## src/rtl/pipe_skid_stage.sv

```systemverilog
// Valid/ready pipeline stage register with an optional skid entry.
// It also has a synchronous flush and a saturating counter of upstream back-pressure cycles.
module pipe_skid_stage #(
    parameter int                 DATA_W    = 64,
    parameter int                 SKID      = 1,
    parameter logic [DATA_W-1:0]  FLUSH_VAL = '0,
    parameter int                 CNT_W     = 16
) (
    input  logic              CLK,
    input  logic              nRST,
    input  logic              in_valid,
    output logic              in_ready,
    input  logic [DATA_W-1:0] in_data,
    output logic              out_valid,
    input  logic              out_ready,
    output logic [DATA_W-1:0] out_data,
    input  logic              flush,
    output logic [1:0]        occupancy,
    output logic [CNT_W-1:0]  stall_cnt
);

    typedef enum logic [1:0] {
        ST_EMPTY = 2'd0,
        ST_FULL  = 2'd1,
        ST_SKID  = 2'd2
    } state_e;

    state_e              state_q, state_d;
    logic [DATA_W-1:0]   main_q, main_d;
    logic [DATA_W-1:0]   skid_q, skid_d;
    logic [CNT_W-1:0]    stall_q, stall_d;
    logic                in_fire, out_fire;

    assign in_fire  = in_valid & in_ready;
    assign out_fire = out_valid & out_ready;

    // State register
    always_ff @(posedge CLK or negedge nRST) begin
        if (!nRST) begin
            state_q <= ST_EMPTY;
            main_q  <= FLUSH_VAL;
            stall_q <= '0;
        end else begin
            state_q <= state_d;
            main_q  <= main_d;
            stall_q <= stall_d;
        end
    end

    // The skid entry is only ever read while its state says it is valid.
    always_ff @(posedge CLK) begin
        skid_q <= skid_d;
    end

    // Next-state logic; flush overrides every handshake event.
    always_comb begin
        state_d = state_q;
        if (flush) begin
            state_d = ST_EMPTY;
        end else begin
            unique case (state_q)
                ST_EMPTY: if (in_fire) state_d = ST_FULL;
                ST_FULL: begin
                    if (in_fire && !out_fire && (SKID != 0)) state_d = ST_SKID;
                    else if (!in_fire && out_fire)           state_d = ST_EMPTY;
                end
                ST_SKID:  if (out_fire) state_d = ST_FULL;
                default:  state_d = ST_EMPTY;
            endcase
        end
    end

    // Outputs; with SKID=1 in_ready depends only on registered state.
    always_comb begin
        out_valid = (state_q != ST_EMPTY);
        occupancy = state_q;
        if (SKID != 0) in_ready = (state_q != ST_SKID);
        else           in_ready = (state_q == ST_EMPTY) | out_ready;
    end

    always_comb begin
        main_d = main_q;
        skid_d = skid_q;
        if (flush) begin
            main_d = FLUSH_VAL;
        end else begin
            unique case (state_q)
                ST_EMPTY: if (in_fire) main_d = in_data;
                ST_FULL: begin
                    if (in_fire && out_fire) main_d = in_data;
                    else if (in_fire)        skid_d = in_data;
                    else if (out_fire)       main_d = FLUSH_VAL;
                end
                ST_SKID:  if (out_fire) main_d = skid_q;
                default:  main_d = FLUSH_VAL;
            endcase
        end
    end

    always_comb begin
        stall_d = stall_q;
        if (in_valid && !in_ready && (stall_q != {CNT_W{1'b1}})) stall_d = stall_q + 1'b1;
    end

    assign out_data  = main_q;
    assign stall_cnt = stall_q;

endmodule
```

## config.mk

```make
export PLATFORM = sky130hd
export DESIGN_NAME = pipe_skid_stage
export DESIGN_NICKNAME = d
export VERILOG_FILES = /design/src/rtl/pipe_skid_stage.sv
export SDC_FILE = /design/constraint.sdc
export NUM_CORES = 1
export LEC_CHECK = 0
export ABC_CLOCK_PERIOD_IN_PS = 7700
export CORE_MARGIN = 5
export CORE_UTILIZATION = 35
export CTS_CLUSTER_SIZE = 28
export DETAILED_ROUTE_END_ITERATION = 6
export GPL_TIMING_DRIVEN = 0
export PLACE_DENSITY = 0.7
export SKIP_LAST_GASP = 1
export SYNTH_ARGS = -nofsm -noshare
export SYNTH_HDL_FRONTEND = slang
export SYNTH_SLANG_ARGS = --single-unit
export TNS_END_PERCENT = 5
```

## constraint.sdc

```tcl
create_clock -name CLK -period 7.7 [get_ports CLK]
set_input_delay 2.31 -clock CLK [delete_from_list [all_inputs] [get_ports CLK]]
set_output_delay 2.31 -clock CLK [all_outputs]
set_load 0.03 [all_outputs]
```

==> results.toml <==
[timing]
setup_violations = 0
clock_skew_ps = 7.412
worst_pin_slew_ps = 973.3
fin_crit_ps = 4523
max_clock_freq_ghz = 0.2211
finalHoldViolations = 0
maxSlewHeadroom_pct = 34.76
holdWs_ps = 489.7
drv_slew = 0
final.setup.tns_ps = 0
fin_crit_sh_pct = 58.74
grt_setup_unrepaired = "false"

[final_layout]
diodes = 0
design_area_um2 = 8250
multi_input_area_um2 = 1600
fillers = 1362
drive_above_1_share_pct = 13.27
regArea_um2 = 3974
nNetsFinal = 622
areaGrowthSynthToFinish_pct = 43.75

[drt]
drtAntennaViolNets = 0
drc = 0
routed_wl_mm = 14.99
drt-vias-per-instance = 5.236
drt_iter0_drc = 194
via_count = 4089
wl_per_cell_um = 19.19
firstDrtPassIters = 4

[worst_setup_path]
cp_slowest_cell = "nor3_2"
path_cells = "clkdlybuf4s50_1 -> nor2b_1 -> nand2_1 -> nor3_2 -> buf_6 -> buf_6 -> buf_8"
rrSetupSlack_ps = 5190
path_max_fanout = 12
crit_path_frequent_cell = "buf_6"
crit_type = "input pin to flop"
r2r_end = "skid_q[22]"
crit_arrival_ps = 4630
critPathLaunchType = "input pin"
cp.required_ps = 7810
cp_slowest_stage_delay_ps = 740
reg2reg_depth = 7
timing.rr.start = "occupancy[1]"
end_kind = "flop"

[pwr]
peakVddDrop_v = 0.0001526
power_density_nw_per_um2 = 249.7
p_leak_nw = 3.269

[die]
pin_count = 153
die-width_um = 138.1
core_um2 = 16000
die_area_um2 = 19060
start_util_pct = 35.87
die_h_um = 138.1
num_rows = 46

[global_route]
grt_max_degree = 44
grt_usage_pct = 15.54
grt_pass1_wl_mm = 24.22
grt_pass1_vias = 4443
overflow = 0
antenna_found_initial = 0

[synthesis]
synth_mux_area_share_pct = 0.7630
yosysTopAreaCellShare_pct = 35.75
synth_compound_area_share_pct = 19.51
synth_edf_count = 64
synth_xor_area_share_pct = 1.831
ys_async_sr_fraction_pct = 56.16
yosysMostFrequentCell = "dfrtp_1"
synth_common_cells = "dfrtp_1 (82), o2bb2ai_1 (65), a22oi_1 (64), edfxtp_1 (64), buf_2 (22)"
synth_top_family_by_area = "compound AO/OA/AOI/OAI gates"
yosysTopAreaCell = "dfrtp_1"
yosysWarnings = 0
synthCells = 376
yosysSeqAreaShare_pct = 69.24
yosys-top-cells-area = "dfrtp_1 (36%), edfxtp_1 (33%), o2bb2ai_1 (9.9%)"
synthAdderAreaFrac_pct = 0.2180
ys_ff_latch = 146
synthSimpleGateAreaFrac_pct = 5.472
synth_area_um2 = 5739
synth_fp_nets = 446
syn_avg_cell_area_um2 = 15.26
ys_types = 46
synth_ff_type = "dfrtp_1"

[worst_hold_path]
whs_path_depth = 1
hp-class = "flop to flop"
holdCritStartpoint = "out_data[5]"
whs_endpoint = "out_data[5]"

[clocking]
post_cts_buffers = 0
cts.sinks = 146
cts_made_buffers = 17
cts_tree = "built"
post_cts_resized = 0
clock-root-buffer = "clkbuf_16"
clock_path_buffers = 2
hold_buffers = 0
h-tree-depth = 4
clk_latency_ps = 410
clk_pin_slew_ps = 60

[placed_design]
port_buffers = 151
finalWeightedCongestion = 0.7696
placed_cell_area_um2 = 7611
dp_hpwl_mm = 10.45

[run]
maxCapViolCount = 0

[outcome]
status = "complete, no violations"
state kept, by name, summed over array words and instances, names as in the netlist:
name       count
occupancy      2
out_data      64
skid_q        64
stall_cnt     16
metal layers:
metal | track usage (%) | routed length [um] | vias to the layer above
met4 | 4.784 | 265 | 0
met1 | 20.32 | 6632 | 2049
met2 | 24.90 | 7246 | 138
met3 | 4.862 | 842 | 21
li1 | - | - | 1881
met5 | 0 | 0 | -
how the worst max path moves through the flow:
stage / start / endpoint / slack (ps) / cells past startpoint
after floorplan: in_valid / skid_q[0] / 250 / 3
after global placement: in_valid / skid_q[21] / -2950 / 4
after detailed placement: in_valid / skid_q[21] / 2730 / 7
after CTS: in_valid / skid_q[24] / 3160 / 7
after global routing: in_valid / skid_q[20] / 2990 / 7
final: in_valid / skid_q[22] / 3180 / 7
metrics by stage:
stage / worst slack [ps] / total power, mW / utilization, % / std cells
final: 3177 / 2.060 / 51.56 / 781
after CTS: 3163 / 2.081 / 51.56 / 781
after detailed placement: 2730 / 1.188 / 47.57 / 749
after floorplan: 252.8 / 1.032 / - / 376
after global placement: -2949 / 1.178 / 47.01 / 743
after global routing: 2992 / 2.138 / 51.56 / 781
kinds of logic after synthesis:
kind of cell / Yosys count
adders and majority gates: 1
xor gates and xnor gates: 12
and+or+nand+nor: 41
muxes: 4
AOI/OAI and AO/OA: 139
buffers and inverters: 33
DFF: 146
critical path: cells and delay by family:
| family | cells | cell delay, ps |
|---|---|---|
| buffers and inverters | 4 | 1260 |
| and+or+nand+nor | 3 | 1050 |
cell type report:
type,instances,area share [%]
plain buffers,31,1.971
clock buffers,18,5.202
clock inverters,14,2.548
inverters,2,0.09099
multi-input cells,197,19.40
flip-flops and latches,146,48.17
well taps,216,3.276
repair buffers,157,19.35
report_power, final:
part           internal [mW]  switching (mW)  total, mW  leakage [nW]
logic                  0.126           0.164      0.290          1.27
registers              0.852          0.0278      0.880          1.69
clock network          0.575           0.315      0.890         0.308
cell usage in the layout (no fill, tap or decap), drive strengths merged:
master,count
and3,1
clkbuf,21
edfxtp,64
o22a,1
nand3b,2
clkinv,5
nor2,5
bufinv,5
nor2b,1
or2,1
a22oi,64
xnor2,5
mux2,3
inv,4
nor4b,1
a21oi,3
nand3,5
nor4,4
and4,3
o2bb2ai,65
mux2i,1
and4bb,1
o21ai,2
nand2,5
xor2,7
o2111ai,1
clkinvlp,2
nor3,5
and2b,1
a21boi,1
a211oi,1
nor3b,1
clkdlybuf4s50,150
dfrtp,82
nand2b,2
nand4,3
a2bb2oi,1
ha,1
buf,35
No activity file was read; power rests on OpenSTA's default activity.
